## src/rtl/mult_pkg.sv

```systemverilog
// Shared types and helpers for the sequential radix-4 Booth multiplier.
//   state_t        : controller states (IDLE, RUN, DONE)
//   booth_digit_t  : recoded radix-4 Booth digit in {-2,-1,0,+1,+2}
//   num_iter()     : number of Booth steps needed for a given operand width
package mult_pkg;

  typedef enum logic [1:0] {
    IDLE,
    RUN,
    DONE
  } state_t;

  typedef enum logic [2:0] {
    ZERO,
    POS1,
    POS2,
    NEG1,
    NEG2
  } booth_digit_t;

  // Operands are extended to width+2 bits, so width/2+1 radix-4 digits
  // cover the whole extended multiplier.
  function automatic int num_iter(input int width);
    return width / 2 + 1;
  endfunction

endpackage

```

## src/rtl/booth_r4_encoder.sv

```systemverilog
// Radix-4 Booth recoder.
//   window : {b[2i+1], b[2i], b[2i-1]} multiplier bit triplet
//   digit  : recoded digit in {-2,-1,0,+1,+2}
module booth_r4_encoder
  import mult_pkg::*;
(
  input  logic [2:0]   window,
  output booth_digit_t digit
);

  always_comb begin
    digit = ZERO;
    case (window)
      3'b001, 3'b010: digit = POS1;
      3'b011:         digit = POS2;
      3'b100:         digit = NEG2;
      3'b101, 3'b110: digit = NEG1;
      default:        digit = ZERO;
    endcase
  end

endmodule

```

## src/rtl/seq_booth_multiplier.sv

```systemverilog
// Iterative radix-4 Booth multiplier, one Booth digit per clock.
//   clk, rst     : rising-edge clock, synchronous active-high reset
//   start        : request, taken only when not busy (IDLE or DONE)
//   mode_signed  : 1 = two's complement operands, 0 = unsigned
//   A, B         : multiplicand / multiplier, latched with start
//   busy         : high while the multiply is iterating
//   done         : one-cycle pulse, P valid in that cycle
//   P            : 2*WIDTH product, held until the next accepted start
module seq_booth_multiplier
  import mult_pkg::*;
#(
  parameter int WIDTH = 32,
  parameter int CNT_W = $clog2(WIDTH / 2 + 2)
) (
  input  logic                 clk,
  input  logic                 rst,
  input  logic                 start,
  input  logic                 mode_signed,
  input  logic [WIDTH-1:0]     A,
  input  logic [WIDTH-1:0]     B,
  output logic                 busy,
  output logic                 done,
  output logic [2*WIDTH-1:0]   P
);

  generate
    if ((WIDTH % 2) != 0 || WIDTH < 4) begin : gen_bad_width
      $error("seq_booth_multiplier: WIDTH must be even and >= 4");
    end
  endgenerate

  localparam int EXT_W = WIDTH + 2;
  localparam int ACC_W = 2 * WIDTH + 4;
  localparam int N     = num_iter(WIDTH);
  localparam logic [CNT_W-1:0] LAST = CNT_W'(N - 1);

  state_t             state_reg;
  logic [CNT_W-1:0]   count_reg;
  logic [ACC_W-1:0]   mcand_reg;   // multiplicand, pre-shifted by 2i
  logic [EXT_W-1:0]   mplier_reg;  // multiplier, consumed 2 bits per step
  logic               prev_reg;    // b[2i-1] for the current window
  logic [ACC_W-1:0]   acc_reg;

  // Extension with the mode folded into the fill bit: one datapath for both.
  logic               a_fill;
  logic               b_fill;
  logic [ACC_W-1:0]   a_ext;
  logic [EXT_W-1:0]   b_ext;

  assign a_fill = mode_signed & A[WIDTH-1];
  assign b_fill = mode_signed & B[WIDTH-1];
  assign a_ext  = {{(ACC_W - WIDTH){a_fill}}, A};
  assign b_ext  = {{(EXT_W - WIDTH){b_fill}}, B};

  booth_digit_t digit;

  booth_r4_encoder u_encoder (
    .window ({mplier_reg[1:0], prev_reg}),
    .digit  (digit)
  );

  // Negative digits use the inverted operand plus a carry-in, so the whole
  // step is a single adder.
  logic [ACC_W-1:0] addend;
  logic             carry_in;
  logic [ACC_W-1:0] sum;

  always_comb begin
    addend   = '0;
    carry_in = 1'b0;
    case (digit)
      POS1: addend = mcand_reg;
      POS2: addend = mcand_reg << 1;
      NEG1: begin
        addend   = ~mcand_reg;
        carry_in = 1'b1;
      end
      NEG2: begin
        addend   = ~(mcand_reg << 1);
        carry_in = 1'b1;
      end
      default: begin
        addend   = '0;
        carry_in = 1'b0;
      end
    endcase
  end

  assign sum = acc_reg + addend + {{(ACC_W - 1){1'b0}}, carry_in};

  always_ff @(posedge clk) begin
    if (rst) begin
      state_reg  <= IDLE;
      count_reg  <= '0;
      mcand_reg  <= '0;
      mplier_reg <= '0;
      prev_reg   <= 1'b0;
      acc_reg    <= '0;
      busy       <= 1'b0;
      done       <= 1'b0;
      P          <= '0;
    end else begin
      done <= 1'b0;
      case (state_reg)
        IDLE, DONE: begin
          busy <= 1'b0;
          if (start) begin
            state_reg  <= RUN;
            busy       <= 1'b1;
            count_reg  <= '0;
            mcand_reg  <= a_ext;
            mplier_reg <= b_ext;
            prev_reg   <= 1'b0;
            acc_reg    <= '0;
          end else begin
            state_reg <= IDLE;
          end
        end
        RUN: begin
          acc_reg    <= sum;
          mcand_reg  <= mcand_reg << 2;
          // Arithmetic shift: the top bit already carries the extension.
          mplier_reg <= {{2{mplier_reg[EXT_W-1]}}, mplier_reg[EXT_W-1:2]};
          prev_reg   <= mplier_reg[1];
          count_reg  <= count_reg + CNT_W'(1);
          if (count_reg == LAST) begin
            state_reg <= DONE;
            busy      <= 1'b0;
            done      <= 1'b1;
            P         <= sum[2*WIDTH-1:0];
          end
        end
        default: begin
          state_reg <= IDLE;
          busy      <= 1'b0;
        end
      endcase
    end
  end

endmodule

```

## config.mk

```make
export PLATFORM = sky130hd
export DESIGN_NAME = seq_booth_multiplier
export DESIGN_NICKNAME = d
export VERILOG_FILES = /design/src/rtl/mult_pkg.sv /design/src/rtl/booth_r4_encoder.sv /design/src/rtl/seq_booth_multiplier.sv
export SDC_FILE = /design/constraint.sdc
export NUM_CORES = 1
export LEC_CHECK = 0
export BUFFER_PORTS_ARGS = -buffer_cell sky130_fd_sc_hd__buf_2
export CORE_UTILIZATION = 40
export DETAILED_ROUTE_END_ITERATION = 6
export PLACE_DENSITY_LB_ADDON = 0.15
export REMOVE_ABC_BUFFERS = 1
export SYNTH_ARGS = -nofsm -noshare
export SYNTH_HDL_FRONTEND = slang
export SYNTH_SLANG_ARGS = --single-unit
```

## constraint.sdc

```tcl
create_clock -name clk -period 4.9 [get_ports clk]
set_input_delay 0.735 -clock clk [delete_from_list [all_inputs] [get_ports clk]]
set_output_delay 0.735 -clock clk [all_outputs]
set_load 0.01 [all_outputs]
```

==> results.md <==
- Initial Util: 40.5%
- Total number of vias: 12,600
- Final hold viol count: 0
- Kind of critical path: reg -> reg
- Required @ worst endpoint: 5400 ps
- VDD IR max: 0.254 mV
- Root Buffer: clkbuf_16
- Layout cells sized above 1: 13.3%
- Cells after Synth: around 1,700
- Worst Setup Start Kind: register
- Die height: 186 µm
- Post-synth EDFFs: 0
- Clk_skew: 10.5 ps
- Port-buffer cells: between 100 and 150
- Sequential share of the synthesized area: a little over a third
- Post-cts sizing count: 0
- GRT Util Overall: between 20 and 25%
- Skew-Pair Late Insertion Delay: 560 ps
- Number of global-route vias before repair: 11,700
- Static Leakage: ~6.4 nW
- Die Area: 0.0346 mm²
- Htree depth: 1
- # DRC: 0
- WL final: 39,300 µm
- Most used DFF post-synth: dfxtp_1
- Worst-path clk slew: about 60 ps
- Total power: 4.94 mW
- Max-Cap Viols: 0
- Register bit total from synthesis: 235
- Ant diodes: 0
- Antenna-violating nets left: 0
- Syn avg cell area: 8.00 µm²
- I/O pin count: around 130
- NumNets Final: 1,882
- Iter 0 DRT Violations: 984
- Count of pins over their slew limit: 0
- Asr flop ratio synth: 0%
- Ys Warns: 0
- CTS Buffer Depth: 3
- Unique masters post-synth: 72
- Power per cell area: between 300 and 400 mW/mm²
- Fmax: between 0.2 and 0.25 GHz
- WL/cell: 17.7 µm
- Cell Area, Synth: 0.0135 mm²
- Critical Path AT: about 4900 ps
- Hold buffer count at cts: 0
- Vias/cell: 5.68
- Row count: 67
- TritonCTS clock tree: done
- RSZ-0062 raised after global routing: false
- Worst-Margin Slew: approximately 1100 ps
- Initial antenna violation count: 0
- Largest net degree at the start of global routing: roughly 120
- Core box area: 0.0334 mm²
- Final instance area: approximately 0.015 mm²
- Post-DP HPWL: ~27,000 µm
- Die extent in x: 186 µm
- CTS sink count: 235
- First drt pass iteration count: 6
- Slew margin rel.: 29.6%
- Dpl cell area: 0.0145 mm²
- Overflow after GRT: 0
- Worst Setup End Kind: register
- Worst Hold Class: in -> reg
- Final min period: 4380 ps
- Post-CTS setup repair buffer count: 0
- Commonest non-fill, non-tap cell in the layout: dfxtp_1
- Final critical-path share of the clock period: 89.4%
- Crit Path Max Fanout: 48
- Area grow syn2layout: 14.2%
- Outcome: completed
- First-pass GRT wire length: between 60,000 and 70,000 µm
- Most frequent cells in the layout: 234 x dfxtp_1, 225 x nand2_1, 213 x a21oi_1
- Placer congestion estimate: a little over 0.9
- CTS Buf Count: 27
- Final setup fails: 0
synth_stat cells, drive strengths merged, types with 4 or more instances:
master | count | area share [%]
a221oi | 4 | 0.26
xnor2 | 34 | 2.2
nor2 | 100 | 2.8
nand2 | 227 | 6.3
a211oi | 10 | 0.59
nor3b | 5 | 0.28
o21bai | 10 | 0.55
a21oi | 215 | 8.0
nand2b | 9 | 0.42
o211ai | 10 | 0.55
nor3 | 26 | 0.96
buf | 16 | 0.49
mux2i | 4 | 0.30
a41oi | 5 | 0.38
ha | 64 | 5.9
o31ai | 7 | 0.46
nand4 | 13 | 0.60
inv | 22 | 0.61
o21a | 10 | 0.55
or2 | 5 | 0.23
dfxtp | 235 | 35
a31oi | 11 | 0.62
xor2 | 87 | 5.6
nor2b | 7 | 0.32
a21o | 29 | 1.6
nand3 | 23 | 0.89
a22oi | 196 | 11
nand3b | 9 | 0.50
or3 | 8 | 0.37
a22o | 15 | 0.97
clkbuf | 115 | 3.2
o21ai | 112 | 4.1
worst max-delay path, cell delays in order, from the launching register on:
cell and delay (ps):
dfxtp_1 470, inv_1 140, nor3_2 270, buf_12 280, a22oi_1 120, o21ai_0 170
fa_1 300, a21o_1 150, nand3_1 120, a211oi_1 540, o211ai_1 190, a21oi_1 350
o21ai_0 250, nor3b_1 230, o21a_1 250, or4_1 400, nand3_1 80
cell type report:
cell class              instances  area (µm²)
clock buffers                  33         728
clock inverters                16         201
fillers                      3420       18000
inverters                      22        82.6
multi-input cells            1306        8330
flip-flops and latches        235        4710
well taps                     448         561
repair buffers                156         870
stage by stage:
stage | hold WS [ps] | util, % | instances | setup WS [ps] | setup TNS, ps
6_report | 426 | 46.3 | 2216 | 519 | 0
5_1_grt | 436 | 46.3 | 2216 | 219 | 0
4_1_cts | 401 | 46.3 | 2216 | 513 | 0
3_5_place_dp | 444 | 43.5 | 2167 | 558 | 0
3_3_place_gp | 440 | 43.5 | 2167 | 704 | 0
2_1_floorplan | 430 | - | 1563 | -7190 | -1212410
layer usage:
metal	track usage [%]	up-vias	wire length (µm)
li1	-	6309	-
met1	30.9	5957	18700
met2	35.4	271	17500
met3	3.52	57	1950
met4	6.52	0	1120
met5	0	-	0
power breakdown:
part / total (mW) / switching, mW / internal (mW)
logic: 0.761 / 0.499 / 0.263
registers: 2.06 / 0.0758 / 1.99
clock network: 2.12 / 0.850 / 1.27
kinds of logic after synthesis:
group	Yosys count	synth area share [%]
fa+ha+maj	66	6.21
mux	4	0.296
simple gates	445	14.4
xor+xnor	121	7.82
buf+inv	153	4.29
flops	235	34.7
compound gates	670	32.3
path summary, 6_finish.rpt:
path | slack (ps) | cells past startpoint | to | startpoint
hold / removal | 430 | 3 | mcand_reg[1] | A[1]
setup / recovery | 520 | 16 | P[50] | mplier_reg[0]
hold reg to reg | 450 | 2 | P[21] | P[21]
setup reg to reg | 520 | 16 | P[50] | mplier_reg[0]
(Power assumes the default switching activity.)
